==> config.mk <==
export PLATFORM = sky130hd
export DESIGN_NAME = control_unit
export DESIGN_NICKNAME = d
export VERILOG_FILES = /design/src/rtl/cpu_pkg.sv /design/src/rtl/dec3to8_onehot.sv /design/src/rtl/control_unit.sv
export SDC_FILE = /design/constraint.sdc
export NUM_CORES = 1
export LEC_CHECK = 0
export ABC_AREA = 1
export BUFFER_PORTS_ARGS = -buffer_cell sky130_fd_sc_hd__buf_2
export CORE_MARGIN = 8
export CORE_UTILIZATION = 46
export DETAILED_ROUTE_END_ITERATION = 8
export PLACE_DENSITY_LB_ADDON = 0.25
export SLEW_MARGIN = 10
export SYNTH_ARGS = -nofsm -noshare
export SYNTH_HDL_FRONTEND = slang
export SYNTH_SLANG_ARGS = --single-unit
==> constraint.sdc <==
create_clock -name Clock -period 2.72 [get_ports Clock]
set_input_delay 0.272 -clock Clock [delete_from_list [all_inputs] [get_ports Clock]]
set_output_delay 0.272 -clock Clock [all_outputs]
set_load 0.03 [all_outputs]
==> src/rtl/cpu_pkg.sv <==
// Shared definitions for the 16-bit bus processor control path.
// Contents: opcode values, step encodings T0..T3, ALU operation codes,
// the R0-at-bit7 one-hot ordering constant and an opcode classifier.
package cpu_pkg;

  localparam logic [2:0] OP_MV   = 3'b000;
  localparam logic [2:0] OP_MVI  = 3'b001;
  localparam logic [2:0] OP_ADD  = 3'b010;
  localparam logic [2:0] OP_SUB  = 3'b011;
  localparam logic [2:0] OP_AND  = 3'b100;
  localparam logic [2:0] OP_OR   = 3'b101;
  localparam logic [2:0] OP_MVNZ = 3'b110;

  typedef enum logic [1:0] {
    T0 = 2'd0,
    T1 = 2'd1,
    T2 = 2'd2,
    T3 = 2'd3
  } step_t;

  localparam logic [1:0] ALU_ADD = 2'b00;
  localparam logic [1:0] ALU_SUB = 2'b01;
  localparam logic [1:0] ALU_AND = 2'b10;
  localparam logic [1:0] ALU_OR  = 2'b11;

  // Register index 0 maps to the MSB; higher indices shift toward bit 0.
  localparam logic [7:0] ONEHOT_R0 = 8'b1000_0000;

  function automatic logic is_alu_op(input logic [2:0] op);
    return (op >= OP_ADD) && (op <= OP_OR);
  endfunction

endpackage

==> src/rtl/dec3to8_onehot.sv <==
// 3-bit register index to 8-bit one-hot select, R0 at bit 7.
// Ports:
//   i_idx     register index 0..7
//   o_onehot  one-hot select (index 0 -> 8'b1000_0000)
module dec3to8_onehot
  import cpu_pkg::*;
(
  input  logic [2:0] i_idx,
  output logic [7:0] o_onehot
);

  assign o_onehot = ONEHOT_R0 >> i_idx;

endmodule

==> src/rtl/control_unit.sv <==
// Sequencing FSM for the 16-bit bus processor. Latches the instruction from
// DIN in T0, then drives bus-source selects and load enables over T1..T3.
// Optional feature macro: CU_MVNZ_EN (opcode 110 becomes mvnz, uses Gnz).
// Ports:
//   Clock, Resetn          clock (rising edge), async active-low reset
//   Run                    start request, sampled in T0
//   DIN                    instruction / immediate word
//   Gnz                    G non-zero flag (mvnz only)
//   Rout, Gout, DINout     bus source selects (mutually exclusive)
//   Rin, Ain, Gin          register / A / G load enables
//   AluOp                  00 add, 01 sub, 10 and, 11 or
//   Done                   one-cycle retire pulse
//   IR                     current instruction register
//
// state | meaning
// T0    | idle, outputs 0, latch IR when Run=1
// T1    | first execute step (all opcodes)
// T2    | ALU ops: Y onto bus, load G
// T3    | ALU ops: G onto bus, load X, retire
module control_unit
  import cpu_pkg::*;
#(
  parameter int DATA_W = 16,
  parameter int IR_W   = 9
) (
  input  logic              Clock,
  input  logic              Resetn,
  input  logic              Run,
  input  logic [DATA_W-1:0] DIN,
  input  logic              Gnz,
  output logic [7:0]        Rout,
  output logic              Gout,
  output logic              DINout,
  output logic [7:0]        Rin,
  output logic              Ain,
  output logic              Gin,
  output logic [1:0]        AluOp,
  output logic              Done,
  output logic [IR_W-1:0]   IR
);

  step_t           r_step;
  step_t           w_step_nxt;
  logic [IR_W-1:0] r_ir;
  logic [2:0]      w_op;
  logic [2:0]      w_x;
  logic [2:0]      w_y;
  logic [7:0]      w_x_oh;
  logic [7:0]      w_y_oh;

  logic [DATA_W-IR_W-1:0] w_din_unused;
  assign w_din_unused = DIN[DATA_W-IR_W-1:0];

`ifndef CU_MVNZ_EN
  logic w_gnz_unused;
  assign w_gnz_unused = Gnz;
`endif

  assign w_op = r_ir[8:6];
  assign w_x  = r_ir[5:3];
  assign w_y  = r_ir[2:0];
  assign IR   = r_ir;

  dec3to8_onehot u_dec_x (.i_idx(w_x), .o_onehot(w_x_oh));
  dec3to8_onehot u_dec_y (.i_idx(w_y), .o_onehot(w_y_oh));

  always_ff @(posedge Clock or negedge Resetn) begin
    if (!Resetn) begin
      r_step <= T0;
      r_ir   <= '0;
    end else begin
      r_step <= w_step_nxt;
      if (r_step == T0 && Run) begin
        r_ir <= DIN[DATA_W-1 -: IR_W];
      end
    end
  end

  always_comb begin
    w_step_nxt = r_step;
    case (r_step)
      T0:      w_step_nxt = Run ? T1 : T0;
      T1:      w_step_nxt = is_alu_op(w_op) ? T2 : T0;
      T2:      w_step_nxt = T3;
      T3:      w_step_nxt = T0;
      default: w_step_nxt = T0;
    endcase
  end

  always_comb begin
    Rout   = '0;
    Gout   = 1'b0;
    DINout = 1'b0;
    Rin    = '0;
    Ain    = 1'b0;
    Gin    = 1'b0;
    AluOp  = ALU_ADD;
    Done   = 1'b0;
    case (r_step)
      T1: begin
        case (w_op)
          OP_MV: begin
            Rout = w_y_oh;
            Rin  = w_x_oh;
            Done = 1'b1;
          end
          OP_MVI: begin
            DINout = 1'b1;
            Rin    = w_x_oh;
            Done   = 1'b1;
          end
          OP_ADD, OP_SUB, OP_AND, OP_OR: begin
            Rout = w_x_oh;
            Ain  = 1'b1;
          end
`ifdef CU_MVNZ_EN
          OP_MVNZ: begin
            Rout = w_y_oh;
            Rin  = Gnz ? w_x_oh : 8'h00;
            Done = 1'b1;
          end
`endif
          default: Done = 1'b1;
        endcase
      end
      T2: begin
        if (is_alu_op(w_op)) begin
          Rout  = w_y_oh;
          Gin   = 1'b1;
          // opcode-2 modulo 4 maps 010..101 onto 00..11
          AluOp = w_op[1:0] - 2'b10;
        end
      end
      T3: begin
        if (is_alu_op(w_op)) begin
          Gout = 1'b1;
          Rin  = w_x_oh;
          Done = 1'b1;
        end
      end
      default: ;
    endcase
  end

endmodule

==> results of run 1 <==
==> state kept, by name, indices dropped and copies added, names as in the netlist, named ones only <==
name    count
IR          9
r_step      1
==> critical path, cell delays in order, from the launching register on <==
cell	delay, ns
dfrtp_1	0.42
inv_1	0.11
ha_1	0.22
inv_2	0.08
nor2_2	0.10
nand2_2	0.07
nand2_4	0.09
nand3_1	0.08
a21oi_1	0.15
buf_2	0.22
==> worst max-delay path by stage <==
stage,depth (start not counted),from,slack [ns],endpoint
2_1_floorplan,6,IR[7]$_DFFE_PN0P_,0.58,Rout[1]
3_3_place_gp,7,IR[7]$_DFFE_PN0P_,0.97,Rout[0]
3_5_place_dp,9,flop,0.92,Rout[0]
4_1_cts,9,flop,0.62,Rout[0]
5_1_grt,7,IR[7]$_DFFE_PN0P_,0.47,Rout[3]
6_report,9,flop,0.63,Rout[0]
==> per-layer routing <==
metal	vias to the layer above	wire length, µm	global-route usage
li1	492	-	-
met3	4	203	0.0452
met2	29	1150	0.235
met1	407	1000	0.162
met4	0	27	0.0612
met5	-	0	0
==> cell type report <==
type / instances / area [µm²] / area share
clock buffers: 4 / 26.3 / 0.0227
well taps: 27 / 33.8 / 0.0291
repair buffers: 44 / 225 / 0.194
inverters: 23 / 88.8 / 0.0766
flip-flops and latches: 11 / 275 / 0.237
multi-input cells: 85 / 510 / 0.440
==> power groups by stage <==
stage	logic (mW)	clock network, mW	registers [mW]
floorplan	0.578	0	0.451
global placement	0.829	0	0.375
detailed placement	0.847	0	0.383
CTS	0.851	0.120	0.379
global route	0.932	0.129	0.405
finish	0.843	0.119	0.381
==> what timing repair did <==
action | CTS | global route
hold buffers | 1 | 0
endpoints found under the hold margin | 11 | 0
setup endpoints to repair | 0 | 0
==> kinds of logic after synthesis <==
logic type | count (synthesis)
buffers and inverters | 27
AO/OA/AOI/OAI | 19
AND/OR/NAND/NOR | 58
flip-flops | 11
multiplexers | 1
adder cells (fa/ha/maj) | 7
==> placed cells by master (no fill, tap or decap) <==
master / n
nand2_2: 2
dfrtp_1: 11
clkbuf_4: 3
inv_1: 17
nor3_1: 1
mux2_2: 1
inv_4: 1
inv_2: 5
o21ai_0: 2
dlygate4sd3_1: 1
ha_1: 7
nand2_4: 1
nand3_1: 9
a21oi_1: 16
nand2_1: 14
nor2_2: 1
buf_2: 43
clkbuf_1: 1
nand4_1: 6
o21ai_2: 1
nor4_2: 6
nor2_1: 18
==> stage by stage <==
stage | worst slack (ns) | instance area, µm² | util
floorplan | 0.578 | 902 | -
global placement | 0.971 | 1120 | 0.591
detailed placement | 0.922 | 1120 | 0.591
CTS | 0.622 | 1160 | 0.610
global route | 0.467 | 1160 | 0.610
finish | 0.633 | 1160 | 0.610
==> metrics, run 1 <==
period utilization 0.767; antenna-violating nets left 0; gr usage total 0.142; count of different cell masters after synthesis 20; Worst Skew 0.000331 ns; total gr overflow 0; Slew Viols, Final 0; Clock transition at path regs 0.08 ns; layout cells sized above 1 0.383; sequential fraction of the synthesis area 0.305; worst hold path endpoint IR[0]$_DFFE_PN0P_; combinational power share 0.628; number of buffers created by CTS 3; Final #Nets 195; most frequent cells after synthesis nor2_1, inv_1, a21oi_1; Area Overhead vs Synth 28.6%; worst reg-to-reg path cell count 5; Antenna Cells 0; pin count of the biggest net entering global routing 19; Period minus WS final 2.09 ns; Avg Cell Area, Syn 7.33 µm²; Post-CTS Setup Inserts 0; PostCTS Resize Cnt 0; Compound-Gate Fraction of Synth Area 0.110; Psw 819 µW; clock root buffer clkbuf_4; Ports 52; endpoints failing setup 0; RR Endpoint IR[5]$_DFFE_PN0P_; sequential share of power 0.284; Syn Inst Count 123; CORE AREA 0.00190 mm²; slew at the pin with the worst max-slew slack 0.379 ns; Die Span X 60.3 µm; starting density of the core 0.474; Final Hold Viols 0; CP max FO 7; syn nets 150; crit path DAT 1.82 ns; PortBufs 43; number of flops mapped to enable cells by yosys 0; RSZ-0062 raised after global routing no; DPL Wire Length 1950 µm; switching share of power 0.610; H-tree depth 1; Reg2Reg Setup Slack 1.42 ns; fmax 479 MHz; Clock power frac 0.088; Slew HR 0.748; synthesized cell area 902 µm²; synth warn 0; Synth Area in Adders 0.0971; FF+latch count, synth 11; status finished clean; Clock Sinks 11; die area 0.00363 mm²; largest family of logic cells by synthesized area simple AND/OR/NAND/NOR gates; Final TNS setup 0 ns; Yosys top cell by area dfrtp_1; Site Rows 16; reg2reg start r_step[0]$_DFF_PN0_; post-synthesis xor/xnor area fraction 0; required time of the critical path 2.45 ns; DR iter-0 viols 18; vias 932; mux cell area share after synthesis 0.0125; Overall Power 1.34 mW; CTS tree built; DRC 0; Synth Area in Simple Gates 0.347; worst skew pair latency 0.27 ns; Post-synth top flop dfrtp_1; vias per cell 4.80; # placed instances 189; share of the synthesized area in the top cell type 0.305; asr flop ratio synth 1.00; maxcap violations 0; Routed WL per cell 12.3 µm; hold path cells 3; Die Y 60.3 µm; hold slack 0.239 ns; hold path start DIN[7]; CP startpoint kind flop; RePlAce Congestion 0.812; final non-filler cell total 194; drt pass-1 iters 4; peak supply drop 0.599 mV; internal power 524 µW; FILL cells 192; first-pass GRT wire length 3990 µm; initial antenna violation count 0; most frequent cell after synthesis nor2_1; worst min path class input port to flop; Setup Crit Path Kind flop to output port; PwrDens 1160 mW/mm²; vias in the first global route 927; clock buffer depth 2; Post-Route WL 2380 µm; leakage power figure 0.652 nW; top post-synthesis cells by area dfrtp_1, ha_1, a21oi_1; nature of the critical path endpoint output port
Note: power is estimated with default switching activity, not from simulation.
==> run 2: changes to the inputs <==
--- a/config.mk
+++ b/config.mk
@@ -5,10 +5,10 @@
 export SDC_FILE = /design/constraint.sdc
 export NUM_CORES = 1
 export LEC_CHECK = 0
-export ABC_AREA = 1
+export ABC_AREA = 0
 export BUFFER_PORTS_ARGS = -buffer_cell sky130_fd_sc_hd__buf_2
 export CORE_MARGIN = 8
-export CORE_UTILIZATION = 46
+export CORE_UTILIZATION = 40
 export DETAILED_ROUTE_END_ITERATION = 8
 export PLACE_DENSITY_LB_ADDON = 0.25
 export SLEW_MARGIN = 10
==> constraint.sdc (replaced) <==
create_clock -name Clock -period 2 [get_ports Clock]
set_input_delay 0.2 -clock Clock [delete_from_list [all_inputs] [get_ports Clock]]
set_output_delay 0.2 -clock Clock [all_outputs]
set_load 0.03 [all_outputs]
==> run 2 against run 1 <==
- the run now ends with setup timing left
- non-clock buffer count rose by 11
- via count fell by 13%
- sequential power rose by 47%
- cell count fell by 18%
- combinational power grew 99%
- die area decreased by 1.6%
==> metrics, run 2 <==
Post-Route WL 2570 µm; Post-synth top flop dfrtp_1; die area 0.00357 mm²; Slew Viols, Final 0; largest family of logic cells by synthesized area simple AND/OR/NAND/NOR gates; Final #Nets 161; sequential fraction of the synthesis area 0.359; Final Hold Viols 0; crit path DAT 1.86 ns; Compound-Gate Fraction of Synth Area 0.103; peak supply drop 1.18 mV; Setup Crit Path Kind flop to output port; maxcap violations 0; FF+latch count, synth 11; first-pass GRT wire length 3860 µm; Synth Area in Adders 0.114; gr usage total 0.139; required time of the critical path 1.80 ns; failing checks setup timing; drt pass-1 iters 4; mux cell area share after synthesis 0.162; slew at the pin with the worst max-slew slack 0.508 ns; Avg Cell Area, Syn 10.4 µm²; CORE AREA 0.00188 mm²; DR iter-0 viols 20; top post-synthesis cells by area dfrtp_1, mux2_2, ha_1; FILL cells 146; nature of the critical path endpoint output port; synthesized cell area 767 µm²; CP max FO 4; vias 811; Area Overhead vs Synth 85.3%; vias per cell 5.07; worst skew pair latency 0.27 ns; Overall Power 2.39 mW; PwrDens 1680 mW/mm²; RSZ-0062 raised after global routing yes; starting density of the core 0.408; Slew HR 0.662; synth warn 0; leakage power figure 0.627 nW; commonest non-fill, non-tap cells in the layout buf_2, mux2_2, buf_4; CTS tree built; count of different cell masters after synthesis 24; number of buffers created by CTS 3; RePlAce Congestion 0.744; final instance area 0.00142 mm²; share of the synthesized area in the top cell type 0.359; endpoints failing setup 8; DP Worst Slack 0.0343 ns; vias in the first global route 877; Routed WL per cell 16.1 µm; worst min path class input port to flop; clock buffer depth 2; Post-DP Area 0.00119 mm²; DPL Wire Length 1940 µm; H-tree depth 1; area of the multi-input gates 697 µm²; most common cell after layout, fill and taps aside buf_2; number of flops mapped to enable cells by yosys 0; max reg flops 9; layout cells sized above 1 0.729; pin count of the biggest net entering global routing 12; register area 279 µm²; status finished, violations left; clock root buffer clkbuf_4; Die Y 59.8 µm; Worst Skew 0.00776 ns; post-synthesis xor/xnor area fraction 0; Die Span X 59.8 µm; Clock Sinks 11; hold slack 0.159 ns; period utilization 1.03; antenna-violating nets left 0; initial antenna violation count 0; Final Util 0.755; PortBufs 43; Ports 52; Period minus WS final 2.06 ns; Clock transition at path regs 0.07 ns; asr flop ratio synth 1.00; DRC 0; Yosys top cell by area dfrtp_1; Syn Inst Count 74; Antenna Cells 0; Synth Area in Simple Gates 0.243; fmax 485 MHz; syn nets 101; post-route setup slack -0.0614 ns; CP startpoint kind flop; most frequent cells after synthesis dfrtp_1, mux2_2, ha_1, nor2_1; total gr overflow 0; Site Rows 16
[run 2: cell types whose count changed after synthesis, moves of 3 or more]
cell	change
a21oi_1	-16
and2_1	+3
buf_4	-3
inv_1	-13
inv_2	-5
mux2_2	+10
nand2_1	-11
nand2b_1	+3
nand3_1	-7
nand4_1	-6
nor2_1	-11
nor4_2	-6
o22ai_1	+3
o32ai_1	+4
[run 2: final timing paths]
check                                    start                end  slack [ns]  cells past startpoint
hold reg to reg            r_step[0]$_DFF_PN0_               flop        0.55                      2
min in group asynchronous               Resetn  IR[7]$_DFFE_PN0P_        0.34                      2
max in group asynchronous               Resetn  IR[8]$_DFFE_PN0P_        1.44                      2
setup reg to reg                          flop  IR[5]$_DFFE_PN0P_        0.48                      5
setup / recovery                          flop            Rout[7]       -0.06                      6
hold / removal                         DIN[13]  IR[6]$_DFFE_PN0P_        0.16                      2
[run 2: metrics by stage]
stage	instances	setup TNS, ns
after floorplan	74	-0.0791
after global placement	148	0
after CTS	158	-0.223
after global routing	160	-1.23
final	160	-0.255
after detailed placement	148	0
[run 2: repair_timing]
item	in CTS	in global routing
endpoints found under the hold margin	11	0
cloned	0	0
setup buffers	5	2
setup endpoints to repair	16	16
hold buffers	1	0
resized for setup	27	4
pin swaps	4	4
[run 2: report_power, final]
group | internal (mW) | leakage [nW] | switching, mW | total, mW
clock network | 0.0771 | 0.0150 | 0.0732 | 0.150
logic | 0.714 | 0.484 | 0.966 | 1.68
registers | 0.338 | 0.128 | 0.222 | 0.559
total | 1.13 | 0.627 | 1.26 | 2.39
[run 2: cell families after synthesis]
| family | Yosys count |
|---|---|
| compound gates | 11 |
| fa+ha+maj | 7 |
| buf+inv | 4 |
| flops | 11 |
| mux | 11 |
| simple gates | 30 |
[run 2: layer usage]
layer | GRT usage | vias to the layer above | part of all wire | routed length [µm]
li1 | - | 394 | - | -
met3 | 0.0280 | 4 | 0.045 | 115
met2 | 0.272 | 27 | 0.57 | 1460
met4 | 0.0510 | 0 | 0.0078 | 20
met1 | 0.139 | 386 | 0.38 | 969
met5 | 0 | - | 0 | 0
[run 2: layout make-up]
cell class,instances,share of cell area
Clock buffer,4,0.0185
Inverter,4,0.0106
Multi-Input combinational cell,59,0.490
Sequential cell,11,0.196
Tap cell,27,0.0238
Timing Repair Buffer,55,0.261
[run 2: critical path: stages, from the launching register on]
cell and delay, ns:
dfrtp_1 0.38, inv_2 0.07, buf_12 0.12, ha_4 0.26
or3b_4 0.41, o31ai_4 0.18, buf_6 0.16
